**config.mk**
```make
export PLATFORM = sky130hd
export DESIGN_NAME = cache_miss_ctrl_flat
export DESIGN_NICKNAME = d
export VERILOG_FILES = /design/src/rtl/cache_miss_ctrl_if.sv /design/src/rtl/cache_miss_ctrl.sv /design/src/flat_wrapper.sv
export SDC_FILE = /design/constraint.sdc
export NUM_CORES = 2
export LEC_CHECK = 0
export ABC_AREA = 1
export CAP_MARGIN = 20
export CORE_MARGIN = 10
export CORE_UTILIZATION = 33
export DETAILED_ROUTE_END_ITERATION = 8
export DONT_BUFFER_PORTS = 1
export PLACE_DENSITY = 0.48
export SLEW_MARGIN = 20
export SYNTH_ARGS = -nofsm -noshare
export SYNTH_HDL_FRONTEND = slang
export SYNTH_SLANG_ARGS = --single-unit
```
**constraint.sdc**
```tcl
create_clock -name clk -period 7.6 [get_ports clk]
set_clock_uncertainty 0.05 [all_clocks]
set_input_delay 0.38 -clock clk [delete_from_list [all_inputs] [get_ports clk]]
set_output_delay 0.38 -clock clk [all_outputs]
set_load 0.05 [all_outputs]
```
**src/rtl/cache_miss_ctrl_if.sv**
```systemverilog
// Bundle between the D-cache miss controller, the CPU port, the line writeback engine,
// main memory and the cache data RAM.
interface cache_miss_ctrl_if #(
    parameter int INDEX_W = 6,
    parameter int MEM_AW  = 13,
    parameter int CNT_W   = 16
);
    // Handshake: cpu_req rises with cpu_addr/cpu_we stable and holds them until cpu_ready
    // pulses for one cycle. A new request is sampled only in IDLE, so a request held high
    // across cpu_ready is taken as the next access one cycle later.
    logic                   cpu_req;
    logic                   cpu_we;
    logic [31:0]            cpu_addr;
    logic                   cpu_ready;
    logic                   wb_start;
    logic [31:0]            wb_addr;
    logic                   wb_done;
    logic                   wb_owns_ports;
    logic [MEM_AW-1:0]      mem_raddr;
    logic [31:0]            mem_rdata;
    logic                   fill_we;
    logic [INDEX_W+2:0]     fill_addr;
    logic [31:0]            fill_data;
    logic [CNT_W-1:0]       miss_cnt;
    logic [CNT_W-1:0]       wb_cnt;
    logic [2:0]             state_dbg;

    modport master (
        output cpu_req, cpu_we, cpu_addr, wb_done, mem_rdata,
        input  cpu_ready, wb_start, wb_addr, wb_owns_ports, mem_raddr,
               fill_we, fill_addr, fill_data, miss_cnt, wb_cnt, state_dbg
    );

    modport slave (
        input  cpu_req, cpu_we, cpu_addr, wb_done, mem_rdata,
        output cpu_ready, wb_start, wb_addr, wb_owns_ports, mem_raddr,
               fill_we, fill_addr, fill_data, miss_cnt, wb_cnt, state_dbg
    );
endinterface

```
**src/rtl/cache_miss_ctrl.sv**
```systemverilog
// Hit/miss sequencer for the direct-mapped write-back D-cache: tag/valid/dirty store,
// dirty-victim writeback hand-off, 8-word line refill and saturating miss/writeback counters.
module cache_miss_ctrl #(
    parameter int INDEX_W  = 6,
    parameter int OFFSET_W = 3,
    parameter int TAG_W    = 21,
    parameter int MEM_AW   = 13,
    parameter int CNT_W    = 16
) (
    input  logic             clk,
    input  logic             rst,
    cache_miss_ctrl_if.slave bus
);
    localparam int LINES    = 1 << INDEX_W;
    localparam int LINE_LSB = OFFSET_W + 2;
    localparam int LINE_W   = 32 - LINE_LSB;
    localparam int CNT_BITS = OFFSET_W + 1;

    typedef enum logic [2:0] {
        S_IDLE     = 3'd0,
        S_LOOKUP   = 3'd1,
        S_WB_START = 3'd2,
        S_WB_WAIT  = 3'd3,
        S_REFILL   = 3'd4,
        S_UPDATE   = 3'd5,
        S_RESPOND  = 3'd6
    } state_t;

    state_t              state_q, state_d;
    logic [LINE_W-1:0]   req_line_q, req_line_d;
    logic                req_we_q, req_we_d;
    logic [CNT_BITS-1:0] cnt_q, cnt_d;
    logic [31:0]         wb_addr_q, wb_addr_d;
    logic [CNT_W-1:0]    miss_cnt_q, miss_cnt_d;
    logic [CNT_W-1:0]    wb_cnt_q, wb_cnt_d;

    logic [LINES-1:0]    valid_q;
    logic [LINES-1:0]    dirty_q;
    logic [TAG_W-1:0]    tag_q [LINES];

    logic [INDEX_W-1:0]  idx;
    logic [TAG_W-1:0]    req_tag;
    logic                hit;
    logic                line_update;
    logic                line_mark_dirty;
    logic                refill_rd;
    logic                refill_wr;
    logic [OFFSET_W-1:0] fill_beat;
    logic                unused_addr_bits;

    assign idx     = req_line_q[INDEX_W-1:0];
    assign req_tag = req_line_q[LINE_W-1:INDEX_W];
    assign hit     = valid_q[idx] && (tag_q[idx] == req_tag);

    // Byte offset within the line never affects control.
    assign unused_addr_bits = ^bus.cpu_addr[LINE_LSB-1:0];

    function automatic logic [CNT_W-1:0] sat_inc(input logic [CNT_W-1:0] v);
        return (&v) ? v : v + CNT_W'(1);
    endfunction

    always_comb begin
        state_d         = state_q;
        req_line_d      = req_line_q;
        req_we_d        = req_we_q;
        cnt_d           = cnt_q;
        wb_addr_d       = wb_addr_q;
        miss_cnt_d      = miss_cnt_q;
        wb_cnt_d        = wb_cnt_q;
        line_update     = 1'b0;
        line_mark_dirty = 1'b0;

        case (state_q)
            S_IDLE: begin
                if (bus.cpu_req) begin
                    req_line_d = bus.cpu_addr[31:LINE_LSB];
                    req_we_d   = bus.cpu_we;
                    state_d    = S_LOOKUP;
                end
            end
            S_LOOKUP: begin
                if (hit) begin
                    state_d = S_RESPOND;
                end else begin
                    miss_cnt_d = sat_inc(miss_cnt_q);
                    if (dirty_q[idx]) begin
                        // Victim address is captured here so it is valid for the whole WB_START cycle.
                        wb_addr_d = {tag_q[idx], idx, {LINE_LSB{1'b0}}};
                        state_d   = S_WB_START;
                    end else begin
                        cnt_d   = '0;
                        state_d = S_REFILL;
                    end
                end
            end
            S_WB_START: begin
                wb_cnt_d = sat_inc(wb_cnt_q);
                state_d  = S_WB_WAIT;
            end
            S_WB_WAIT: begin
                if (bus.wb_done) begin
                    cnt_d   = '0;
                    state_d = S_REFILL;
                end
            end
            S_REFILL: begin
                cnt_d = cnt_q + CNT_BITS'(1);
                if (cnt_q[OFFSET_W]) begin
                    state_d = S_UPDATE;
                end
            end
            S_UPDATE: begin
                line_update = 1'b1;
                state_d     = S_RESPOND;
            end
            S_RESPOND: begin
                line_mark_dirty = req_we_q;
                state_d         = S_IDLE;
            end
            default: begin
                state_d = S_IDLE;
            end
        endcase
    end

    always_ff @(posedge clk) begin
        if (rst) begin
            state_q    <= S_IDLE;
            req_line_q <= '0;
            req_we_q   <= 1'b0;
            cnt_q      <= '0;
            wb_addr_q  <= '0;
            miss_cnt_q <= '0;
            wb_cnt_q   <= '0;
        end else begin
            state_q    <= state_d;
            req_line_q <= req_line_d;
            req_we_q   <= req_we_d;
            cnt_q      <= cnt_d;
            wb_addr_q  <= wb_addr_d;
            miss_cnt_q <= miss_cnt_d;
            wb_cnt_q   <= wb_cnt_d;
        end
    end

    // Line becomes valid only in UPDATE, so a reset mid-refill leaves it invalid.
    always_ff @(posedge clk) begin
        if (rst) begin
            valid_q <= '0;
            dirty_q <= '0;
            for (int i = 0; i < LINES; i++) begin
                tag_q[i] <= '0;
            end
        end else begin
            if (line_update) begin
                tag_q[idx]   <= req_tag;
                valid_q[idx] <= 1'b1;
                dirty_q[idx] <= 1'b0;
            end
            if (line_mark_dirty) begin
                dirty_q[idx] <= 1'b1;
            end
        end
    end

    // Refill reads lead the data RAM writes by one beat to cover the synchronous memory read.
    assign refill_rd = (state_q == S_REFILL) && !cnt_q[OFFSET_W];
    assign refill_wr = (state_q == S_REFILL) && (cnt_q != '0);
    assign fill_beat = OFFSET_W'(cnt_q - CNT_BITS'(1));

    assign bus.cpu_ready     = (state_q == S_RESPOND);
    assign bus.wb_start      = (state_q == S_WB_START);
    assign bus.wb_owns_ports = (state_q == S_WB_START) || (state_q == S_WB_WAIT);
    assign bus.wb_addr       = wb_addr_q;
    assign bus.mem_raddr     = refill_rd ? {req_line_q[MEM_AW-OFFSET_W-1:0], cnt_q[OFFSET_W-1:0]} : '0;
    assign bus.fill_we       = refill_wr;
    assign bus.fill_addr     = refill_wr ? {idx, fill_beat} : '0;
    assign bus.fill_data     = bus.mem_rdata;
    assign bus.miss_cnt      = miss_cnt_q;
    assign bus.wb_cnt        = wb_cnt_q;
    assign bus.state_dbg     = state_q;
endmodule

```
**src/flat_wrapper.sv**
```systemverilog
// flat-port wrapper written by rule: the top's interface ports become plain ports
module cache_miss_ctrl_flat 
#(
    parameter int INDEX_W  = 6,
    parameter int OFFSET_W = 3,
    parameter int TAG_W    = 21,
    parameter int MEM_AW   = 13,
    parameter int CNT_W    = 16
)
  (clk, rst, bus_cpu_req, bus_cpu_we, bus_cpu_addr, bus_wb_done, bus_mem_rdata, bus_cpu_ready, bus_wb_start, bus_wb_addr, bus_wb_owns_ports, bus_mem_raddr, bus_fill_we, bus_fill_addr, bus_fill_data, bus_miss_cnt, bus_wb_cnt, bus_state_dbg);
  cache_miss_ctrl_if #(.INDEX_W(INDEX_W), .MEM_AW(MEM_AW), .CNT_W(CNT_W)) bus_i ();
  input  logic clk;
  input  logic rst;
  input wire logic [$bits(bus_i.cpu_req)-1:0] bus_cpu_req;
  input wire logic [$bits(bus_i.cpu_we)-1:0] bus_cpu_we;
  input wire logic [$bits(bus_i.cpu_addr)-1:0] bus_cpu_addr;
  input wire logic [$bits(bus_i.wb_done)-1:0] bus_wb_done;
  input wire logic [$bits(bus_i.mem_rdata)-1:0] bus_mem_rdata;
  output wire logic [$bits(bus_i.cpu_ready)-1:0] bus_cpu_ready;
  output wire logic [$bits(bus_i.wb_start)-1:0] bus_wb_start;
  output wire logic [$bits(bus_i.wb_addr)-1:0] bus_wb_addr;
  output wire logic [$bits(bus_i.wb_owns_ports)-1:0] bus_wb_owns_ports;
  output wire logic [$bits(bus_i.mem_raddr)-1:0] bus_mem_raddr;
  output wire logic [$bits(bus_i.fill_we)-1:0] bus_fill_we;
  output wire logic [$bits(bus_i.fill_addr)-1:0] bus_fill_addr;
  output wire logic [$bits(bus_i.fill_data)-1:0] bus_fill_data;
  output wire logic [$bits(bus_i.miss_cnt)-1:0] bus_miss_cnt;
  output wire logic [$bits(bus_i.wb_cnt)-1:0] bus_wb_cnt;
  output wire logic [$bits(bus_i.state_dbg)-1:0] bus_state_dbg;
  assign bus_i.cpu_req = bus_cpu_req;
  assign bus_i.cpu_we = bus_cpu_we;
  assign bus_i.cpu_addr = bus_cpu_addr;
  assign bus_i.wb_done = bus_wb_done;
  assign bus_i.mem_rdata = bus_mem_rdata;
  assign bus_cpu_ready = bus_i.cpu_ready;
  assign bus_wb_start = bus_i.wb_start;
  assign bus_wb_addr = bus_i.wb_addr;
  assign bus_wb_owns_ports = bus_i.wb_owns_ports;
  assign bus_mem_raddr = bus_i.mem_raddr;
  assign bus_fill_we = bus_i.fill_we;
  assign bus_fill_addr = bus_i.fill_addr;
  assign bus_fill_data = bus_i.fill_data;
  assign bus_miss_cnt = bus_i.miss_cnt;
  assign bus_wb_cnt = bus_i.wb_cnt;
  assign bus_state_dbg = bus_i.state_dbg;
  cache_miss_ctrl #(.INDEX_W(INDEX_W), .OFFSET_W(OFFSET_W), .TAG_W(TAG_W), .MEM_AW(MEM_AW), .CNT_W(CNT_W)) u_core (.clk(clk), .rst(rst), .bus(bus_i));
endmodule
```
==> results.cfg <==
[run_status]
status = finished, final reports clean

[synthesis]
ys_ff_latch = 1572
synth_top_family_by_area = simple AND/OR/NAND/NOR gates
seq_area_frac_synth_pct = 63.12
muxShareOfSynthArea_pct = 0
synth_compound_area_share_pct = 2.275
yosys_warnings = 0
synth_flop_cell = edfxtp_1
yosysUniqueCellTypes = 43
synth-simple-area-share_pct = 28.95
synthAdderAreaFrac_pct = 0.07032
synthXorXnorAreaFrac_pct = 0.1723
synth_edf_count = 1344
syn_inst = 7756
syn-cell-area_sq_mm = 0.07117
syn_avg_cell_area_sq_um = 9.176
async_reset_ff_share_pct = 0

[die]
die-area_sq_mm = 0.2346
fp.dieH_um = 484.4
io_pins = 194
die_w_um = 484.4
core_area_sq_mm = 0.2146
initial_core_util_pct = 33.16
row_count = 170

[power]
switching_power_mw = 9.359
ir_drop_uv = 219.0
p_sw_share_pct = 37.15
p_clk_share_pct = 33.5
finalPower_mw = 25.19
power_leakage_nw = 28.68
powerDensity_mw_per_mm2 = 318.9
internal_power_mw = 15.83
seq_power_share_pct = 39.6
combPwrFrac_pct = 26.9

[critical_path]
cp.arrival_ns = 5.79
critical_path.max_stage_delay_ns = 0.79
start_kind = flop
path_delay_family = simple AND/OR/NAND/NOR gates
worstPathRequired_ns = 8.30
crit_chain = buf_12, buf_4, nand3_1, nand3_1, nand2_1, nand2_1, nand3_1, nand3_1, nand2_1, nand2_1, nand2_1, nor2_1, nand2_1, nor2_1, nand3_1, nand2_2, inv_4, nand2_8, nand2_1, a21oi_2
cpMaxStageDelayCell = dfxtp_4
path_class = flop to flop
cp-end-kind = flop
cp_max_fo = 117
timing.critical_path.mode_cell = nand2_1
cp_num_buf_inv = 3

[drt]
drt-total-wl_um = 241900
num_vias = 54260
drc = 0
via_per_inst = 5.211
drt-wirelength-per-cell_um = 23.23
ant_nets = 0
drtPass1Iterations = 5
drtIter0Drc = 5784

[sta]
setup_viol = 0
post-route-period-util_pct = 67.06
final.min_clock_period_ns = 5.096
max_slew.worst_pin.slew_ns = 1.136
rsz0062_at_grt = no
slew_violations = 0
hold_viol_final = 0
finalSetupTns_ns = 0
slew_headroom_pct = 24.27
fmax_mhz = 196.2

[grt]
grt_usage_pct = 19.74
grt_pass1_wl_um = 352000
grt_start_max_net_pins = 179
grt_antenna_before_repair = 1
grt_pass1_vias = 50380
overflow = 0

[finish]
multiInputGateArea_sq_mm = 0.02256
area_delta_synth_final_pct = 11.01
regArea_sq_mm = 0.04494
layout_common_cells = nand2_1 (2166), nor2_1 (1492), edfxtp_1 (1344)
drive_gt1_share_pct = 6.643
final_nets = 7500
utilization_pct = 36.81
layout_commonest_cell = nand2_1
fillerInstances = 21530
stdcell_area_sq_mm = 0.07901

[placed_design]
place_hpwl_um = 137200
placed_area_sq_mm = 0.07293
io_buffers = 0
place_congestion = 0.8657

[clocking]
root_buffer = clkbuf_16
cts_max_path_buffers = 3
cts_tree = done
cts_resized = 0
cts_made_buffers = 176
clkTransAtPathRegs_ns = 0.06
clk_latency_ns = 0.82
htreeDepth = 4
cts_sinks = 1572

[worst_hold_path]
hold_class = input pin to flop

[flow_run]
max_cap_violations = 0
synth_stat cells (all sizes together) (2+ instances only):
cell type / number / share of area, %
nor3: 24 / 0.18
and3: 2 / 0.018
dfxtp: 228 / 6.4
clkbuf: 387 / 2.0
xor2: 9 / 0.11
o22ai: 13 / 0.11
nand2: 2192 / 12
xnor2: 5 / 0.062
inv: 149 / 0.79
nand3: 1298 / 9.1
or2: 2 / 0.018
edfxtp: 1344 / 57
clkinv: 2 / 0.011
buf: 305 / 2.6
ha: 4 / 0.070
a22o: 3 / 0.037
a21oi: 130 / 0.95
nand4: 8 / 0.070
o21ai: 122 / 0.86
a22oi: 17 / 0.18
nor4: 2 / 0.018
a221oi: 9 / 0.11
nor2: 1494 / 7.9
final timing paths:
kind               startpoint                     end  slack [ns]  cells past startpoint
max                      flop  u_core.bus.wb_addr[30]        2.50                     20
min          bus_cpu_addr[20]   u_core.req_line_q[15]        0.07                      2
min reg2reg   u_core.req_we_q         u_core.req_we_q        0.40                      2
max reg2reg              flop  u_core.bus.wb_addr[30]        2.50                     20
routing by layer:
layer	track usage [%]	wire, um	vias to the layer above
met1	27.59	106100	26900
li1	-	-	25100
met2	31.20	111200	1913
met4	5.518	6616	2
met5	0	7	-
met3	3.762	17980	337
sequential cells by signal, indices dropped and copies added, names as in the netlist, named ones only:
| signal | count |
|---|---|
| u_core.tag_q | 1344 |
| u_core.valid_q | 64 |
| u_core.bus.wb_addr | 27 |
| u_core.req_line_q | 27 |
| u_core.bus.miss_cnt | 16 |
| u_core.bus.wb_cnt | 16 |
| u_core.cnt_q | 4 |
| u_core.bus.state_dbg | 3 |
| u_core.dirty_q | 1 |
| u_core.req_we_q | 1 |
final cells by class:
type	count	area share [%]
Inverter	151	0.8013
Tap cell	2838	4.494
Antenna cell	2	0.006335
Sequential cell	1572	56.88
Clock inverter	86	0.9249
Clock buffer	237	6.205
Multi-Input combinational cell	5344	28.55
Timing Repair Buffer	182	2.132
worst register-to-register path: cells and delay by family, from the launching register on:
kind | cells | cell delay, ns
AOI/OAI and AO/OA | 1 | 0.14
buffers and inverters | 3 | 1.43
DFF | 1 | 0.79
and+or+nand+nor | 16 | 2.61
cell families after synthesis:
group | count (synthesis)
AOI/OAI and AO/OA | 297
xor gates and xnor gates | 14
adders and majority gates | 4
buffers and inverters | 844
DFF | 1572
other | 1
and+or+nand+nor | 5024
stage by stage:
| stage | hold WS [ns] | instances | setup WS (ns) |
|---|---|---|---|
| finish | 0.07167 | 10410 | 2.504 |
| global route | 0.04149 | 10410 | 2.223 |
| CTS | 0.02248 | 10400 | 2.567 |
| detailed placement | 0.3904 | 10060 | 2.585 |
| global placement | 0.3880 | 10050 | 2.663 |
| floorplan | 0.3738 | 7760 | 3.728 |
power by group through the flow:
stage               registers, mW  clock network (mW)  logic (mW)
finish                       9.97                8.44        6.78
global route                 10.0                8.90        7.26
CTS                          9.97                8.57        6.76
detailed placement           10.2                   0        6.71
global placement             10.1                   0        6.72
floorplan                    9.96                   0        4.21
repair_timing:
action	4_1_cts	5_1_grt
hold endpoints to repair	198	0
buffers inserted	0	0
setup endpoints to repair	0	0
hold buffers	26	0
(Power assumes the default switching activity.)
